**src/rtl/mem_wb_writeback_pkg.sv**
```systemverilog
// Shared constants for the MEM/WB writeback slice: data width,
// the $0 register number, load-type codes and extend helpers.
package mem_wb_writeback_pkg;

  localparam int DATA_W = 32;
  localparam int REG_W  = 5;

  localparam logic [REG_W-1:0] REG0 = '0;

  localparam logic [2:0] LT_LW  = 3'b000;
  localparam logic [2:0] LT_LB  = 3'b001;
  localparam logic [2:0] LT_LBU = 3'b010;
  localparam logic [2:0] LT_LH  = 3'b011;
  localparam logic [2:0] LT_LHU = 3'b100;

  function automatic logic [DATA_W-1:0] ext8(
    input logic [7:0] b,
    input logic       sgn
  );
    return {{(DATA_W-8){sgn & b[7]}}, b};
  endfunction

  function automatic logic [DATA_W-1:0] ext16(
    input logic [15:0] h,
    input logic        sgn
  );
    return {{(DATA_W-16){sgn & h[15]}}, h};
  endfunction

endpackage

```
**src/rtl/mem_wb_writeback_load_align.sv**
```systemverilog
// Load aligner: picks the byte/halfword lane of a read word and
// sign- or zero-extends it; unknown codes pass the word through.
// Ports: rdata_i word, lane_i addr[1:0], ltype_i code, data_o result.
module mem_wb_writeback_load_align
  import mem_wb_writeback_pkg::*;
(
  input  logic [DATA_W-1:0] rdata_i,
  input  logic [1:0]        lane_i,
  input  logic [2:0]        ltype_i,
  output logic [DATA_W-1:0] data_o
);

  logic [7:0]  byte_w;
  logic [15:0] half_w;

  always_comb begin
    byte_w = rdata_i[7:0];
    unique case (lane_i)
      2'd0: byte_w = rdata_i[7:0];
      2'd1: byte_w = rdata_i[15:8];
      2'd2: byte_w = rdata_i[23:16];
      2'd3: byte_w = rdata_i[31:24];
    endcase
  end

  assign half_w = lane_i[1] ? rdata_i[31:16]
                            : rdata_i[15:0];

  always_comb begin
    data_o = rdata_i;
    case (ltype_i)
      LT_LB:   data_o = ext8(byte_w, 1'b1);
      LT_LBU:  data_o = ext8(byte_w, 1'b0);
      LT_LH:   data_o = ext16(half_w, 1'b1);
      LT_LHU:  data_o = ext16(half_w, 1'b0);
      default: data_o = rdata_i;
    endcase
  end

endmodule

```
**src/rtl/mem_wb_writeback.sv**
```systemverilog
// MEM/WB register, writeback mux and retired-write counter.
// Ports: Writeback_CLK/RST(async low)/Stall/Flush, M-stage inputs
// (RegWrite, MemtoReg, LoadType, ALUOut, ReadData, WriteReg),
// regfile port WE3/A3/WD3 and RetireCount.
// Macro WB_PARTIAL_LOAD_EN enables byte/halfword load alignment.
module mem_wb_writeback
  import mem_wb_writeback_pkg::*;
#(
  parameter int ADDR_Nbits = 5
) (
  input  logic                       Writeback_CLK,
  input  logic                       Writeback_RST,
  input  logic                       Writeback_Stall,
  input  logic                       Writeback_Flush,
  input  logic                       Writeback_RegWriteM,
  input  logic                       Writeback_MemtoRegM,
  input  logic [2:0]                 Writeback_LoadTypeM,
  input  logic [2**ADDR_Nbits-1:0]   Writeback_ALUOutM,
  input  logic [2**ADDR_Nbits-1:0]   Writeback_ReadDataM,
  input  logic [ADDR_Nbits-1:0]      Writeback_WriteRegM,
  output logic                       Writeback_WE3,
  output logic [ADDR_Nbits-1:0]      Writeback_A3,
  output logic [2**ADDR_Nbits-1:0]   Writeback_WD3,
  output logic [31:0]                Writeback_RetireCount
);

  localparam int DW = 2**ADDR_Nbits;

  logic                  rw_q, rw_d;
  logic                  m2r_q, m2r_d;
  logic [DW-1:0]         alu_q, alu_d;
  logic [DW-1:0]         rd_q, rd_d;
  logic [ADDR_Nbits-1:0] wr_q, wr_d;
  logic [31:0]           retire_q;
  logic [DW-1:0]         load_data;
  logic                  we3;

`ifdef WB_PARTIAL_LOAD_EN
  logic [2:0] lt_q, lt_d;
`else
  logic unused_lt;
  assign unused_lt = ^Writeback_LoadTypeM;
`endif

  // Flush beats Stall beats normal capture.
  always_comb begin
    rw_d  = rw_q;
    m2r_d = m2r_q;
    alu_d = alu_q;
    rd_d  = rd_q;
    wr_d  = wr_q;
`ifdef WB_PARTIAL_LOAD_EN
    lt_d  = lt_q;
`endif
    if (Writeback_Flush) begin
      rw_d  = 1'b0;
      m2r_d = 1'b0;
      alu_d = '0;
      rd_d  = '0;
      wr_d  = '0;
`ifdef WB_PARTIAL_LOAD_EN
      lt_d  = LT_LW;
`endif
    end else if (!Writeback_Stall) begin
      rw_d  = Writeback_RegWriteM;
      m2r_d = Writeback_MemtoRegM;
      alu_d = Writeback_ALUOutM;
      rd_d  = Writeback_ReadDataM;
      wr_d  = Writeback_WriteRegM;
`ifdef WB_PARTIAL_LOAD_EN
      lt_d  = Writeback_LoadTypeM;
`endif
    end
  end

  always_ff @(posedge Writeback_CLK or negedge Writeback_RST) begin
    if (!Writeback_RST) begin
      rw_q  <= 1'b0;
      m2r_q <= 1'b0;
      alu_q <= '0;
      rd_q  <= '0;
      wr_q  <= '0;
    end else begin
      rw_q  <= rw_d;
      m2r_q <= m2r_d;
      alu_q <= alu_d;
      rd_q  <= rd_d;
      wr_q  <= wr_d;
    end
  end

`ifdef WB_PARTIAL_LOAD_EN
  always_ff @(posedge Writeback_CLK or negedge Writeback_RST) begin
    if (!Writeback_RST) lt_q <= LT_LW;
    else                lt_q <= lt_d;
  end

  mem_wb_writeback_load_align u_load_align (
    .rdata_i (rd_q),
    .lane_i  (alu_q[1:0]),
    .ltype_i (lt_q),
    .data_o  (load_data)
  );
`else
  assign load_data = rd_q;
`endif

  assign we3 = rw_q & (wr_q != ADDR_Nbits'(REG0));

  assign Writeback_WE3 = we3;
  assign Writeback_A3  = wr_q;
  assign Writeback_WD3 = m2r_q ? load_data : alu_q;

  // A stalled instruction is counted on the edge it leaves W.
  always_ff @(posedge Writeback_CLK or negedge Writeback_RST) begin
    if (!Writeback_RST)
      retire_q <= '0;
    else if (we3 && !Writeback_Stall)
      retire_q <= retire_q + 32'd1;
  end

  assign Writeback_RetireCount = retire_q;

endmodule

```
**config.mk**
```make
export PLATFORM = sky130hd
export DESIGN_NAME = mem_wb_writeback
export DESIGN_NICKNAME = d
export VERILOG_FILES = /design/src/rtl/mem_wb_writeback_pkg.sv /design/src/rtl/mem_wb_writeback_load_align.sv /design/src/rtl/mem_wb_writeback.sv
export SDC_FILE = /design/constraint.sdc
export NUM_CORES = 1
export LEC_CHECK = 0
export CORE_ASPECT_RATIO = 0.8
export CORE_MARGIN = 2
export CORE_UTILIZATION = 42
export DETAILED_ROUTE_END_ITERATION = 6
export PLACE_DENSITY = 0.76
export SLEW_MARGIN = 0
export SYNTH_ARGS = -nofsm -noshare
export SYNTH_HDL_FRONTEND = slang
export SYNTH_SLANG_ARGS = --single-unit
```
**constraint.sdc**
```tcl
create_clock -name Writeback_CLK -period 1.9 [get_ports Writeback_CLK]
set_clock_uncertainty 0.05 [all_clocks]
set_input_delay 0.38 -clock Writeback_CLK [delete_from_list [all_inputs] [get_ports Writeback_CLK]]
set_output_delay 0.38 -clock Writeback_CLK [all_outputs]
set_load 0.005 [all_outputs]
```
-- Yosys cells after proc, flatten, opt, wreduce, memory -nomap -nowiden
Cells that the tools add are included.
- logic and storage cells: 23
- register bits after elaboration: 103
- equal/unequal tests: 1
- bitwise operators: 1
- reductions and logical operators: 3
- muxes and demuxes: 11
- $add $sub $neg: 1
- operators with widths (operator ; number):
    $mux W32 ; 5
    $add A32 B1 Y32 const B ; 1
    $mux W5 ; 2
    $reduce_bool A5 Y1 ; 1
    $mux W1 ; 4
    $ne A2 B1 Y1 const B ; 1
    $and A1 B1 Y1 ; 1
    $logic_and A1 B1 Y1 ; 1
    $logic_not A1 Y1 ; 1

-- Depth between registers and ports, before layout
- word-level depth: 3
- gate-level depth with buffers: 6

-- Least setup slack after synthesis
No wires, ideal clock.
- path kind: input-to-reg
- from: input Writeback_Stall
- to: register retire_q[31], in the netlist Writeback_RetireCount[31]
- data required time: 1.727 ns
- data arrival time: 1.763 ns
- cell stages on the path: 6
- slack: -0.035 ns
- cells stage by stage: buf_6 -> and4b_1 -> nand4_4 -> nor4_4 -> or3b_1 -> xnor2_1
- longest elaborated chain between the ends: 2
- RTL lines (what ; line ; text):
    start: declaration ; mem_wb_writeback.sv:13 ; input logic Writeback_Stall,
    $logic_not A1 Y1 ; mem_wb_writeback.sv:118 ; else if (we3 && !Writeback_Stall)
    $logic_and A1 B1 Y1 ; mem_wb_writeback.sv:118 ;
    end signal: assignment ; mem_wb_writeback.sv:119 ; retire_q <= retire_q + 32'd1;
    end: declaration ; mem_wb_writeback.sv:34 ; logic [31:0] retire_q;
Every way passes these cells.
A chain may end at the register's enable or synchronous reset.

-- Final worst setup path
- from: register wr_q[0], in the netlist Writeback_A3[0]
- to: output Writeback_WE3
- longest elaborated chain between the ends: 2
- RTL lines (what ; line ; text):
    start: declaration ; mem_wb_writeback.sv:33 ; logic [ADDR_Nbits-1:0] wr_q, wr_d;
    start signal: assignment ; mem_wb_writeback.sv:88 ; wr_q <= wr_d;
    $reduce_bool A5 Y1 ; mem_wb_writeback.sv:108 ; assign we3 = rw_q & (wr_q != ADDR_Nbits'(REG0));
    $and A1 B1 Y1 ; mem_wb_writeback.sv:108 ;
    end: declaration ; mem_wb_writeback.sv:21 ; output logic Writeback_WE3,
Every way passes these cells.

==> impl_metrics.tcl <==
set metrics [dict create \
    path_buf_inv 2 \
    routedWlPerCell_um 16.2 \
    p_per_area_nw_per_um2 739 \
    cts-root-buf "clkbuf_16" \
    critPathCaptureType "output pin" \
    final-hold-violation-count 0 \
    vdd_ir_drop_max_uv 673 \
    rsz0062_at_grt "yes" \
    yosysSeqAreaShare_pct 54.7 \
    cp_cell_sequence "or4_4, o21ai_2, inv_1, buf_2" \
    tightest_slew_ns 0.545 \
    fin_util_pct 66.7 \
    fin_crit_ns 2.02 \
    p_leak_uw 0.00353 \
    io_pins 148 \
    grt_pass1_vias 3751 \
    hp-class "register to register" \
    core_region_area_sq_um 10900 \
    drtAntennaViolNets 0 \
    cts.path.max_buffers 2 \
    maxSlewViolCount 0 \
    r2r_slack_ns -0.03 \
    cts_buffers 9 \
    wl_um 11800 \
    worstSetupStartpointType "register" \
    ys_types 30 \
    pre_cts_slack_ns -0.179 \
    grt_max_degree 72 \
    dieArea_sq_um 12100 \
    fin_ws_ns -0.122 \
    dieHeight_um 98.7 \
    hold_slack_ns 0.421 \
    grtUsageTotal_pct 20.3 \
    critical_path.max_fanout 2 \
    fin_nets 659 \
    regArea_sq_um 2580 \
    overflow 0 \
    worstPathArrival_ns 1.59 \
    path_class "register to output pin" \
    cp.required_ns 1.47 \
    fp.dieW_um 122 \
    rows 34 \
    total_power_uw 5370 \
    grt_antenna_before_repair 0 \
    fmax_mhz 495 \
    setup_tns_ns -0.283 \
    outcome "finished, violations left" \
    path_clk_slew_ns 0.06 \
    firstDrtPassIters 4 \
    fillCellCount 861 \
    drive_above_1_share_pct 25.5 \
    place.gp.congestion 0.841 \
    avgSynthCellArea_sq_um 11.9 \
    fin_crit_sh_pct 106 \
    htree_levels 3 \
    multi_input_area_sq_um 2210 \
    syn_area_sq_um 4710 \
    place_hpwl_um 7940 \
    synthCells 395 \
    io_buffer_count 144 \
    viasPerCell 5.01 \
    ys.warnings.count 0 \
    cts_tree "built" \
    setup_viol 7 \
    syn-num-nets 474 \
    path_delay_family "simple AND/OR/NAND/NOR gates" \
    clock_sinks 103 \
    slowest_delay_ns 0.55 \
    relSlewSlack_pct 63.7 \
    drv_cap 0 \
    vias 3652 \
    violations "negative setup slack" \
    grt_pass1_wl_um 19200 \
    diodes 0 \
    critical_path.slowest_cell "or4_4" \
    clock_latency_ns 0.34 \
    synth-seq-cells 103 \
    areaGrowthSynthToFinish_pct 54.3 \
    drt_iter0_drc 178 \
    start_util_pct 43.3 \
    drc 0 \
]
[cells in the final DEF, fill, tap and decap left out, types with 2 or more instances in the layout]
cell type,count
mux2_4,32
buf_4,37
dfrtp_1,103
buf_12,6
mux2i_1,71
bufinv_16,2
clkbuf_2,3
nor3_1,6
buf_6,36
xor2_1,13
and3_1,3
inv_1,4
nand2_1,7
and2_1,2
nand4_1,10
clkdlybuf4s50_1,107
xnor2_1,18
clkbuf_16,9
nor2_1,75
nand3_1,7
nor3b_1,2
o211ai_4,2
buf_2,2
[routing by layer]
| layer | vias up | part of all wire [%] | GRT usage [%] |
|---|---|---|---|
| li1 | 1734 | - | - |
| met1 | 1788 | 45 | 28.7 |
| met2 | 117 | 47 | 31.4 |
| met3 | 13 | 6.9 | 5.84 |
| met4 | 0 | 1.1 | 4.42 |
| met5 | - | 0 | 0 |
[area by class of cell]
class | count | share of cell area, %
flip-flops and latches | 103 | 35.5
well taps | 144 | 2.48
multi-input cells | 267 | 30.4
clock inverters | 5 | 1.12
inverters | 4 | 0.207
repair buffers | 195 | 27.0
clock buffers | 11 | 3.34
[where the power goes]
| part | internal, uW | switching (uW) |
|---|---|---|
| Combinational | 595 | 392 |
| Sequential | 2320 | 94.7 |
| Clock | 1190 | 781 |
| Total | 4100 | 1270 |
[flip-flops by register name (all words and copies together), names as in the netlist]
register / cells
m2r_q: 1
Writeback_A3: 5
Writeback_RetireCount: 32
rw_q: 1
alu_q: 32
load_data: 32
[final timing paths]
path                                                       startpoint                                    end  cells past startpoint
worst max-delay path                      Writeback_A3[0]$_DFFE_PN0P_                          Writeback_WE3                      4
worst min-delay path            Writeback_RetireCount[31]$_DFFE_PN0P_  Writeback_RetireCount[31]$_DFFE_PN0P_                      1
worst max register to register            Writeback_A3[0]$_DFFE_PN0P_   Writeback_RetireCount[9]$_DFFE_PN0P_                      6
worst min register to register  Writeback_RetireCount[31]$_DFFE_PN0P_  Writeback_RetireCount[31]$_DFFE_PN0P_                      1
max in group asynchronous                               Writeback_RST              load_data[24]$_DFFE_PN0P_                      3
min in group asynchronous                               Writeback_RST  Writeback_RetireCount[19]$_DFFE_PN0P_                      2
[stage by stage]
step,instances,instance area [sq um]
after global placement,701,6580
after global routing,729,7270
after CTS,728,7110
after detailed placement,701,6580
after floorplan,395,4710
final,729,7270
[synthesized netlist by cell type, drive strengths merged]
cell,count,share of area [%]
and2,3,0.40
nand3,7,0.74
clkbuf,18,1.4
inv,4,0.32
xnor2,18,3.3
nand2,7,0.56
o211ai,2,0.53
nor4,3,0.72
and4,2,0.37
or4,1,0.16
nor3,8,0.85
or3b,1,0.19
mux2,33,7.9
nor3b,2,0.32
nor2,75,6.0
o21ai,1,0.11
and3,4,0.53
nor4b,1,0.32
xor2,13,2.4
mux2i,71,15
ha,1,0.27
dfrtp,103,55
buf,3,0.45
nand4,11,1.8
nand4b,1,0.19
and4b,1,0.21
or2,1,0.13
[kinds of logic after synthesis]
group,share of synthesized area [%]
AOI/OAI and AO/OA,0.637
xor gates and xnor gates,5.76
adders and majority gates,0.266
buffers and inverters,2.20
DFF,54.7
muxes,23.0
and+or+nand+nor,13.4
[repair_timing]
item,4_1_cts,5_1_grt
endpoints found under the hold margin,27,0
hold buffers,1,0
resized for setup,169,49
buffers inserted,7,4
endpoints found under the setup margin,41,48
cloned,3,0
pin swaps,5,10
[worst register-to-register path: cells and delay by family (launching register included)]
kind	cells	cell delay, ns
buffers and inverters	1	0.15
AND/OR/NAND/NOR	3	0.83
flip-flops	1	0.37
AO/OA/AOI/OAI	1	0.23
XOR/XNOR	1	0.17
No activity file was read; power rests on OpenSTA's default activity.
==> RTL edit 1, RTL diff (config.mk and constraints unchanged) <==
`ADDR_Nbits`: 5 -> 6.
--- a/src/rtl/mem_wb_writeback.sv
+++ b/src/rtl/mem_wb_writeback.sv
@@ -7,5 +7,5 @@
   import mem_wb_writeback_pkg::*;
 #(
-  parameter int ADDR_Nbits = 5
+  parameter int ADDR_Nbits = 6
 ) (
   input  logic                       Writeback_CLK,
Ports: changed (5 resized); port bits go from 148 to 246. No check against the original RTL was run, so the function may have changed too.
==> RTL edit 1 against the original RTL <==
- clock power is 83% higher
- synthesized area is 65% higher
- die area is 62% higher
- sequential cell count is 65 higher
- wire length is 73% higher
- design area is 59% higher
- power is 70% higher
- worst setup slack worse by 0.19 ns
- cell count is 60% higher
- non-clock buffer count is 103 higher
- the flow still finishes with violations (setup timing)
==> RTL edit 1: results (changes against the original RTL) <==
- Status: complete, but fails checks (unchanged)
- Violated checks: setup timing (unchanged)
- Slew @ Worst Pin: 0.612 ns (was 0.545 ns)
- XOR/XNOR Fraction of Synth Area: 3.50% (was 5.76%)
- Final setup margin: -0.313 ns (was -0.122 ns)
- Async SR Flop Fraction: 100% (unchanged)
- Unique masters post-synth: 28 (was 30)
- # nets final: 1070 (was 659)
- Leak: 5.65 nW (was 3.53 nW)
- Post-CTS Setup Inserts: 25 (was 7)
- CTS buffer count: 17 (was 9)
- Vias in the first global route: 6050 (was 3751)
- Crit-path max FO: 7 (was 2)
- Setup Viol. Count Final: 65 (was 7)
- YS warnings: 0 (unchanged)
- Proportion of synthesized area in mux cells: 27.0% (was 23.0%)
- Synth cell count leaders: 168 x dfrtp_1, 142 x nor2_1, 136 x mux2i_1, 65 x mux2_2, 28 x xnor2_1 (was 103 x dfrtp_1, 75 x nor2_1, 71 x mux2i_1, 33 x mux2_2)
- First-pass GRT wire length: 32.1 mm (was 19.2 mm)
- Synth Area in Adders: 0.161% (was 0.266%)
- Clock buffer depth: 2 (unchanged)
- Antenna violations before repair: 1 (was 0)
- Initial DRC count: 269 (was 178)
- Fin Setup TNS: -10.53 ns (was -0.283 ns)
- Hold WC Path Type: in2reg (was reg2reg)
- Synth top area cells: dfrtp_1 54%, mux2i_1 18%, mux2_2 9.4% (was dfrtp_1 55%, mux2i_1 15%, mux2_2 7.9%)
- GRT Overall Usage: 21.1% (was 20.3%)
- VDD IR-drop max: 531 µV (was 673 µV)
- Clock transition at the registers of the reported paths: 0.07 ns
- ANT cells: 0 (unchanged)
- Buffers on Ports: 242 (was 144)
- Share of layout cells above drive strength 1: 24.8% (was 25.5%)
- Most used DFF post-synth: dfrtp_1 (unchanged)
- Post-DP HPWL: 13.3 mm (was 7.94 mm)
- Wire per inst: 17.5 µm (was 16.2 µm)
- Post-CTS sizing: 276 (was 169)
- GP Congestion: 0.808 (was 0.841)
- Worst skew pair latency: 0.43 ns (was 0.34 ns)
- Largest net degree at the start of global routing: 80 (was 72)
- Filler instances: 1419 (was 861)
- Post-synthesis sequential area ratio: 54.2% (was 54.7%)
- Via/cell ratio: 4.99 (was 5.01)
- Syn nets: 790 (was 474)
- H-tree depth: 4 (was 3)
- Worst reg2reg setup slack: 0.19 ns (was -0.03 ns)
- Post-synthesis compound-gate area fraction: 0.919% (was 0.637%)
[RTL edit 1: cell count changes in the layout (fill, tap and decap cells not counted), sizes merged, moves of 10 or more]
cell / before / now
mux2: 33 / 65
xnor2: 18 / 28
xor2: 13 / 3
clkdlybuf4s50: 107 / 166
buf: 83 / 109
inv: 4 / 15
mux2i: 71 / 136
dfrtp: 103 / 168
nor2: 75 / 142
dlygate4sd2: 0 / 12
[RTL edit 1: area by class of cell]
cell class	count	area, µm²	share of cell area, %
multi-input cells	437	3410	29.5
inverters	4	15.0	0.130
well taps	230	288	2.49
clock inverters	15	179	1.55
clock buffers	17	425	3.68
repair buffers	298	3040	26.2
flip-flops and latches	168	4220	36.5
[RTL edit 1: metal layers]
metal | vias to the layer above | track usage, % | wire length (µm)
met5 | - | 0 | 13
met4 | 2 | 4.80 | 176
met3 | 19 | 9.64 | 2180
met2 | 202 | 32.8 | 9210
met1 | 2829 | 27.0 | 8930
li1 | 2780 | - | -
[RTL edit 1: report_power, final]
part | internal [mW] | switching, mW
clock | 2.00 | 1.61
sequential | 3.78 | 0.145
combinational | 0.955 | 0.625
[RTL edit 1: through the flow]
| step | hold WS [ns] | cells | util (%) | setup slack (ns) | area [µm²] |
|---|---|---|---|---|---|
| after CTS | 0.248 | 1169 | 63.2 | -0.341 | 11500 |
| after floorplan | 0.0344 | 646 | - | 0.149 | 7760 |
| after global routing | 0.256 | 1169 | 63.9 | -0.356 | 11600 |
| after detailed placement | 0.257 | 1108 | 58.5 | -0.0557 | 10600 |
| final | 0.271 | 1169 | 63.9 | -0.313 | 11600 |
| after global placement | 0.262 | 1108 | 58.5 | -0.0499 | 10600 |
[RTL edit 1: worst paths after layout]
| path | to | cells after the start | startpoint |
|---|---|---|---|
| max | Writeback_WD3[48] | 6 | m2r_q |
| min | alu_q[63] | 3 | Writeback_Stall |
| max reg2reg | Writeback_RetireCount[16] | 8 | Writeback_A3[0] |
| min reg2reg | Writeback_RetireCount[31] | 1 | Writeback_RetireCount[31] |
| max in group asynchronous | Writeback_RetireCount[0] | 3 | Writeback_RST |
| min in group asynchronous | load_data[17] | 2 | Writeback_RST |
[RTL edit 1: critical path, cell delays in order, from the launching register on]
cell     delay [ns]
dfrtp_2        0.42
buf_12         0.15
buf_12         0.13
buf_16         0.13
buf_6          0.11
mux2_4         0.29
buf_6          0.12
[RTL edit 1: cells by family (layout without fill, tap and decap cells)]
group | count (synthesis) | count (layout)
flops | 168 | 168
fa+ha+maj | 1 | 1
buf+inv | 41 | 334
compound gates | 5 | 5
mux | 201 | 201
xor+xnor | 31 | 31
simple gates | 199 | 199
==> RTL edit 2, RTL diff (config.mk and constraints unchanged) <==
Made on the original files. Put one more register stage on the output `Writeback_RetireCount`, cleared by the reset. The value now appears one clock later. The other outputs are not delayed to match.
--- a/src/rtl/mem_wb_writeback.sv
+++ b/src/rtl/mem_wb_writeback.sv
@@ -120,5 +120,11 @@
   end
 
-  assign Writeback_RetireCount = retire_q;
+  always_ff @(posedge Writeback_CLK or negedge Writeback_RST) begin
+    if (!Writeback_RST) begin
+      Writeback_RetireCount <= '0;
+    end else begin
+      Writeback_RetireCount <= retire_q;
+    end
+  end
 
 endmodule
Behaviour: not the same (Yosys sat finds a counterexample within 4 cycles, from zero or initial values and one cycle with Writeback_RST low).
==> RTL edit 2 against the original RTL <==
- design area grew 13%
- wire length grew 16%
- sequential cell count grew 32
- the flow still finishes with violations (setup timing)
- hold slack lost 0.074 ns
- synthesized area grew 17%
- critical endpoint is now retire_q[1]
- power grew 40%
- sequential power grew 30%
- worst setup slack lost 0.054 ns
==> RTL edit 2: results (changes against the original RTL) <==
- Post-synthesis sequential area ratio: 61.2% (was 54.7%)
- Initial DRC count: 192 (was 178)
- Cell Int Power: 5.85 mW (was 4.10 mW)
- Final setup margin: -0.177 ns (was -0.122 ns)
- Synth cell count leaders: 135 x dfrtp_1, 78 x nor2_1, 71 x mux2i_1, 32 x mux2_2, 20 x xnor2_1 (was 103 x dfrtp_1, 75 x nor2_1, 71 x mux2i_1, 33 x mux2_2)
- Via/cell ratio: 4.94 (was 5.01)
- GP Congestion: 0.758 (was 0.841)
- Setup Viol. Count Final: 50 (was 7)
- Post-Layout Cell Count: 796 (was 729)
- # nets final: 688 (was 659)
- Filler instances: 975 (was 861)
- Clock buffer depth: 2 (unchanged)
- Hold WC Path Type: reg2reg (unchanged)
- Status: complete, but fails checks (unchanged)
- Syn nets: 510 (was 474)
- Slew @ Worst Pin: 0.467 ns (was 0.545 ns)
- Synth top area cells: dfrtp_1 61%, mux2i_1 13%, mux2_2 6.5% (was dfrtp_1 55%, mux2i_1 15%, mux2_2 7.9%)
- Leak: 4.02 nW (was 3.53 nW)
- Antenna violations before repair: 1 (was 0)
- DP Worst Slack: -0.0785 ns (was -0.179 ns)
- VDD IR-drop max: 567 µV (was 673 µV)
- Vias in the first global route: 4209 (was 3751)
- H-tree depth: 4 (was 3)
- CTS buffer count: 17 (was 9)
- Placed Cells: 747 (was 701)
- Syn avg cell area: 12.8 µm² (was 11.9 µm²)
- WL final: 13.7 mm (was 11.8 mm)
- Reg-to-Reg Start: Writeback_A3[2] (was Writeback_A3[0])
- Post-DP HPWL: 8.69 mm (was 7.94 mm)
- Worst skew pair latency: 0.41 ns (was 0.34 ns)
- Crit-path max FO: 7 (was 2)
- GRT Overall Usage: 20.4% (was 20.3%)
- Violated checks: setup timing (unchanged)
-- RTL edit 2: changes by cell type in the layout (fill, tap and decap cells not counted), moves of 4 or more --
cell       before  now
mux2_2          1   18
buf_4          37   21
mux2_4         32   15
and2_1          2    6
buf_6          36   24
dfrtp_1       103  133
clkbuf_16       9   17
buf_2           2   11
nor3_1          6    1
-- RTL edit 2: per-layer routing --
| layer | global-route usage (%) | share of wire, % | vias to the layer above |
|---|---|---|---|
| met2 | 33.1 | 48 | 117 |
| met3 | 6.10 | 5.4 | 18 |
| met5 | 0 | 0.095 | - |
| met1 | 26.3 | 45 | 1970 |
| met4 | 6.60 | 1.5 | 2 |
| li1 | - | - | 1823 |
-- RTL edit 2: worst max-delay path: stages (launching register included) --
cell     delay (ns)
dfrtp_1        0.37
or4_4          0.54
buf_4          0.15
buf_4          0.12
o211a_4        0.28
buf_12         0.15
mux2_4         0.29
-- RTL edit 2: what timing repair did --
action                                 in CTS  in global routing
resized for setup                         157                 33
pin swaps                                   2                  6
setup endpoints to repair                  37                 58
endpoints found under the hold margin      38                  0
cloned                                      3                  0
hold buffers                                1                  0
setup buffers                               8                  8
-- RTL edit 2: layout make-up --
class | instances | area share (%)
clock inverters | 11 | 2.08
well taps | 175 | 2.66
flip-flops and latches | 135 | 41.0
multi-input cells | 271 | 26.2
repair buffers | 180 | 22.4
inverters | 4 | 0.182
clock buffers | 20 | 5.54
-- RTL edit 2: power groups by stage --
stage               registers, mW  clock network, mW  logic (mW)
floorplan                    3.16                  0       0.341
global placement             3.17                  0       0.824
detailed placement           3.18                  0       0.845
CTS                          3.13               3.54       0.897
global route                 3.16               3.67       0.991
finish                       3.14               3.46       0.913
-- RTL edit 2: worst paths after layout --
path / to / slack, ns / cells after the start
setup / recovery: retire_q[1] / -0.18 / 6
hold / removal: Writeback_RetireCount[31] / 0.35 / 0
setup reg to reg: retire_q[1] / -0.18 / 6
hold reg to reg: Writeback_RetireCount[31] / 0.35 / 0
max in group asynchronous: m2r_q / 0.80 / 3
min in group asynchronous: Writeback_RetireCount[24] / 0.41 / 2
-- RTL edit 2: kinds of logic (layout without fill, tap and decap cells) --
logic type | count (synthesis) | after routing | share of synthesized area, %
compound gates | 2 | 2 | 0.340
simple gates | 133 | 133 | 11.6
buf+inv | 25 | 215 | 2.02
fa+ha+maj | 1 | 1 | 0.227
xor+xnor | 31 | 31 | 4.92
flops | 135 | 135 | 61.2
mux | 104 | 104 | 19.7
-- RTL edit 2: metrics by stage --
stage	TNS [ns]	instance area, µm²	power [mW]	hold WS, ns
after floorplan	0	5520	3.50	0.0344
after global placement	-0.0676	7290	3.99	0.264
after detailed placement	-0.0785	7290	4.03	0.270
after CTS	-4.38	8080	7.57	0.352
after global routing	-6.17	8240	7.82	0.366
final	-3.82	8240	7.52	0.347
